$ cat config.mk
export PLATFORM = sky130hd
export DESIGN_NAME = parallel_lane_rr_arbiter
export DESIGN_NICKNAME = d
export VERILOG_FILES = /design/src/rtl/parallel_lane_rr_arbiter_pkg.sv /design/src/rtl/parallel_lane_rr_arbiter_rr_pick.sv /design/src/rtl/parallel_lane_rr_arbiter.sv
export SDC_FILE = /design/constraint.sdc
export NUM_CORES = 1
export LEC_CHECK = 0
export CORE_ASPECT_RATIO = 0.75
export CORE_MARGIN = 4
export CORE_UTILIZATION = 40
export CTS_CLUSTER_DIAMETER = 60
export DETAILED_ROUTE_END_ITERATION = 16
export GPL_TIMING_DRIVEN = 1
export PLACE_DENSITY_LB_ADDON = 0.08
export RECOVER_POWER = 100
export SYNTH_ARGS = -nofsm -noshare
export SYNTH_HDL_FRONTEND = slang
export SYNTH_SLANG_ARGS = --single-unit
$ cat constraint.sdc
create_clock -name clk -period 2 [get_ports clk]
set_clock_uncertainty 0.05 [all_clocks]
set_input_delay 0.2 -clock clk [delete_from_list [all_inputs] [get_ports clk]]
set_output_delay 0.2 -clock clk [all_outputs]
set_load 0.1 [all_outputs]
$ cat src/rtl/parallel_lane_rr_arbiter_pkg.sv
// Shared definitions for the parallel lane round-robin arbiter.
// Holds the FSM state encoding, default parameter values and helper
// functions that derive the word width, requester count, counter
// width and burst limit from the log2 parameters S, R and L.
package parallel_lane_rr_arbiter_pkg;

  // Two-state controller: waiting for arbitration, or streaming a burst
  typedef enum logic {
    IDLE  = 1'b0,
    BURST = 1'b1
  } state_t;

  localparam int DEF_S = 3;
  localparam int DEF_R = 2;
  localparam int DEF_L = 2;

  // Lane word width W = 2**S
  function automatic int lane_width(input int s);
    return 1 << s;
  endfunction

  // Requester count N = 2**R
  function automatic int req_count(input int r);
    return 1 << r;
  endfunction

  // Burst counter width CNT_W = L+1, wide enough to hold 2**L itself
  function automatic int cnt_width(input int l);
    return l + 1;
  endfunction

  // Maximum number of words per grant, 2**L
  function automatic int burst_limit(input int l);
    return 1 << l;
  endfunction

endpackage

$ cat src/rtl/parallel_lane_rr_arbiter_rr_pick.sv
// Round-robin winner selection.
// Ports:
//   req    - per-requester request vector (2**R bits)
//   ptr    - highest-priority index this round
//   any    - at least one request is present
//   winner - first requesting index at or after ptr, wrapping around
module rr_pick
  import parallel_lane_rr_arbiter_pkg::*;
#(
  parameter int R = DEF_R
) (
  input  logic [req_count(R)-1:0] req,
  input  logic [R-1:0]            ptr,
  output logic                    any,
  output logic [R-1:0]            winner
);

  localparam int N = req_count(R);

  logic [N-1:0]   mask;
  logic [2*N-1:0] dbl;
  logic           found;
  logic [R:0]     sel;

  // The low half holds only requests at or above ptr, the high half holds
  // all requests. The lowest set bit of the concatenation is therefore the
  // first requester at or after ptr, and dropping the top index bit folds
  // a hit in the high half back into the wrapped index.
  always_comb begin
    mask  = {N{1'b1}} << ptr;
    dbl   = {req, req & mask};
    found = 1'b0;
    sel   = '0;
    for (int i = 0; i < 2*N; i++) begin
      if (!found && dbl[i]) begin
        found = 1'b1;
        sel   = (R+1)'(i);
      end
    end
  end

  assign any    = |req;
  assign winner = sel[R-1:0];

endmodule

$ cat src/rtl/parallel_lane_rr_arbiter.sv
// Shares one 2**S-bit lane between 2**R requesters with round-robin
// arbitration and bursts of up to 2**L words per grant.
// Ports:
//   clk, rst   - clock and synchronous active-high reset
//   req        - per-requester word valid
//   req_data   - flattened words, requester i at [i*2**S +: 2**S]
//   ack        - one-hot, marks the requester whose word is captured now
//   out_data   - registered lane word
//   out_valid  - out_data holds an unconsumed word
//   out_ready  - downstream consumes out_data this cycle
//   grant_id   - current or most recent lane owner
//   busy       - a burst is in progress
module parallel_lane_rr_arbiter
  import parallel_lane_rr_arbiter_pkg::*;
#(
  parameter int S = DEF_S,
  parameter int R = DEF_R,
  parameter int L = DEF_L
) (
  input  logic                                    clk,
  input  logic                                    rst,
  input  logic [req_count(R)-1:0]                 req,
  input  logic [req_count(R)*lane_width(S)-1:0]   req_data,
  output logic [req_count(R)-1:0]                 ack,
  output logic [lane_width(S)-1:0]                out_data,
  output logic                                    out_valid,
  input  logic                                    out_ready,
  output logic [R-1:0]                            grant_id,
  output logic                                    busy
);

  localparam int W     = lane_width(S);
  localparam int N     = req_count(R);
  localparam int CNT_W = cnt_width(L);
  localparam logic [CNT_W-1:0] LIMIT = CNT_W'(burst_limit(L));

  state_t           state;
  logic [R-1:0]     ptr;
  logic [CNT_W-1:0] count;
  logic             any;
  logic [R-1:0]     winner;
  logic             ld;
  logic             owner_req;
  logic             capture;
  logic             rel_lane;
  logic [R-1:0]     cap_idx;
  logic [W-1:0]     cap_word;

  rr_pick #(.R(R)) u_pick (
    .req    (req),
    .ptr    (ptr),
    .any    (any),
    .winner (winner)
  );

  // The output stage can take a word when it is empty or being drained
  assign ld        = !out_valid || out_ready;
  assign owner_req = req[grant_id];
  assign busy      = (state == BURST);

  // Decide whether a word is captured this cycle and from whom, and whether
  // the current owner gives up the lane. Capture and release never coincide:
  // release needs the owner's request low or the limit already reached.
  always_comb begin
    capture  = 1'b0;
    rel_lane = 1'b0;
    cap_idx  = grant_id;
    case (state)
      IDLE: begin
        cap_idx = winner;
        capture = any && ld;
      end
      BURST: begin
        capture  = owner_req && ld && (count < LIMIT);
        rel_lane = !owner_req || (ld && (count == LIMIT));
      end
      default: begin
        capture  = 1'b0;
        rel_lane = 1'b0;
      end
    endcase
  end

  // Select the captured requester's word from the flattened bus
  always_comb begin
    cap_word = '0;
    for (int i = 0; i < N; i++) begin
      if (cap_idx == R'(i)) begin
        cap_word = req_data[i*W +: W];
      end
    end
  end

  // Acknowledge goes only to the requester whose word is taken, and is
  // suppressed while reset is held so nothing is lost by a reset mid-burst
  always_comb begin
    ack = '0;
    if (capture && !rst) begin
      ack[cap_idx] = 1'b1;
    end
  end

  // Output register, burst counter, round-robin pointer and FSM. On release
  // the pointer moves just past the owner so it becomes lowest priority.
  always_ff @(posedge clk) begin
    if (rst) begin
      state     <= IDLE;
      out_valid <= 1'b0;
      out_data  <= '0;
      ptr       <= '0;
      grant_id  <= '0;
      count     <= '0;
    end else begin
      if (capture) begin
        out_data  <= cap_word;
        out_valid <= 1'b1;
      end else if (out_ready) begin
        out_valid <= 1'b0;
      end
      case (state)
        IDLE: begin
          if (capture) begin
            grant_id <= winner;
            count    <= CNT_W'(1);
            state    <= BURST;
          end
        end
        BURST: begin
          if (rel_lane) begin
            ptr   <= grant_id + R'(1);
            state <= IDLE;
          end else if (capture) begin
            count <= count + CNT_W'(1);
          end
        end
        default: state <= IDLE;
      endcase
    end
  end

endmodule

==> flow_summary.toml <==
[worst_setup_path]
cp.arrival_ns = 1.93
worstSetupPathType = "flip-flop to output pin"
critPathCaptureType = "output pin"
worstPathRequired_ns = 1.75
crit_path_start_kind = "flip-flop"
worstPathMaxFanout = 4

[timing]
fin_crit_sh = 1.09
period_needed_ns = 2.18
whs_ns = 0.432
clock.fmax_mhz = 459
hold_viol = 0
drv_slew = 0
rsz0062_at_grt = "true"
tns_ns = -0.571
setup_violations = 4
worst_pin_slew_ns = 0.551
relSlewSlack = 0.634
finalWorstSetupSlack_ns = -0.179

[floorplan]
io_pins = 55
die_area_sq_um = 3720
num_rows = 16
start_util = 0.423
core-area_sq_um = 2640
fp.dieH_um = 53.8
die_w_um = 69.1

[clock_network]
ctsLongestPathBuffers = 2
cts_buffers = 3
root_buffer = "clkbuf_8"
cts_tree = "yes"
h-tree-depth = 1
insertion_delay_ns = 0.26
hold_buffers = 0
cts_sinks = 17
clkTransAtPathRegs_ns = 0.07

[place]
gp_congestion = 0.918
place_area_sq_um = 1990
io_buffers = 54
dpl.hpwl_mm = 2.97
dp_slack_ns = -0.438

[cells_and_area]
multi_input_area_sq_um = 805
seq_area_sq_um = 355
fillCellCount = 181
area_growth_pct = 87.0
utilization = 0.792
n_antenna_cell = 0
nNetsFinal = 252
drive_above_1_share = 0.390
final_cell_area_sq_um = 2090

[logic_synthesis]
synthCells = 122
syn_nets = 163
synthTopCellsByArea = "dfxtp_1 (30%), mux2i_1 (14%), o221ai_2 (9.4%)"
synth-edff-count = 0
yosysTopAreaCell = "dfxtp_1"
ys_ff_latch = 17
syn_area_per_cell_sq_um = 9.17
synth_top_family_by_area = "compound AO/OA/AOI/OAI gates"
synth-adder-area-share = 0.0224
synthTopCellsByCount = "dfxtp_1 (17), mux2i_1 (16), nand2_1 (14), a21oi_1 (8), nor2_1 (8)"
synth_simple_gate_area_frac = 0.225
netlist_area_sq_um = 1120
synth_compound_area_frac = 0.234
synth_top_area_share = 0.304
synth_xor_area_frac = 0.00783
synth_seq_area_share = 0.304
post_synth_num_cell_types = 37
synthMuxAreaShare = 0.163
synth_ff_type = "dfxtp_1"
async_reset_ff_frac = 0
yosysMostFrequentCell = "dfxtp_1"
synth_warnings = 0

[route]
firstDrtPassIters = 4
vias_per_cell = 5.43
drt_wl_total_mm = 4.22
drt_iter0_markers = 60
ant_nets = 0
vias = 1336
route.detailed.drc = 0
post_drt_wl_per_cell_um = 17.1

[job]
drv_cap = 0

[outcome]
status = "finished with violations"
violations = "setup timing"

[power]
vdd_drop_max_v = 0.000520
power-per-cell-area_nw_per_um2 = 866
leakagePower_nw = 0.839

[global_route]
grt_max_degree = 14
overflow = 0
antenna_found_initial = 0
grt_pass1_vias = 1302
grt_first_pass_wirelength_mm = 6.63
grtUsageTotal = 0.228

[min_path]
hold_class = "flip-flop to flip-flop"
[worst paths after layout]
kind / start / endpoint / slack (ns) / cells past startpoint
worst max-delay path: grant_id[1] / ack[1] / -0.18 / 6
worst min-delay path: out_data[6] / out_data[6] / 0.43 / 2
worst max register to register: grant_id[1] / out_data[4] / 0.05 / 8
worst min register to register: out_data[6] / out_data[6] / 0.43 / 2
[cell type report]
cell class	count	share of cell area
sequential	17	0.170
clock buffer	4	0.0215
tap	36	0.0215
multi-input combinational	95	0.385
inverter	4	0.00718
timing repair buffer	90	0.395
[critical path: stages, from the launching register on]
cell	delay, ns
dfxtp_4	0.35
mux4_2	0.37
nor4b_4	0.26
o21ai_2	0.09
or2_4	0.28
nor2b_4	0.15
buf_12	0.18
[stage by stage]
step	instances	power, mW
3_5_place_dp	233	1.51
3_3_place_gp	233	1.49
6_report	246	1.81
2_1_floorplan	122	1.15
5_1_grt	246	1.88
4_1_cts	246	1.83
[power by group]
part | internal (mW) | switching (mW) | leakage [nW]
Combinational | 0.411 | 0.690 | 0.673
Sequential | 0.396 | 0.0531 | 0.143
Clock | 0.142 | 0.121 | 0.0228
Total | 0.949 | 0.864 | 0.839
[layout by cell type (no fill, tap or decap), drive strengths merged, types with 6 or more instances in the layout]
cell type,instances
clkdlybuf4s50,34
nor2,8
dfxtp,17
a21oi,8
nor2b,6
mux2i,16
nand2,14
o221ai,7
buf,38
clkbuf,18
[sequential cells by signal, indices dropped and copies added, names as in the netlist]
| name | cells |
|---|---|
| out_valid | 1 |
| out_data | 8 |
| count | 3 |
| busy | 1 |
| grant_id | 2 |
| ptr | 2 |
[layer usage]
| layer | GRT usage | share of wire | vias to the layer above |
|---|---|---|---|
| li1 | - | - | 640 |
| met1 | 0.281 | 0.43 | 631 |
| met2 | 0.426 | 0.50 | 60 |
| met3 | 0.0485 | 0.060 | 5 |
| met4 | 0.0325 | 0.0062 | 0 |
| met5 | 0 | 0 | - |
[kinds of logic (layout without fill, tap and decap cells)]
group                    Yosys count  count (layout)
XOR/XNOR                           1               1
multiplexers                      17              17
adder cells (fa/ha/maj)            2               2
buffers and inverters             10              98
AND/OR/NAND/NOR                   46              46
flip-flops                        17              17
AO/OA/AOI/OAI                     29              29
[timing repair]
action | in CTS | in global routing
setup endpoints to repair | 12 | 11
pin swaps | 4 | 3
gates resized for setup | 8 | 3
buffers inserted | 9 | 1
Note: power is estimated with default switching activity, not from simulation.
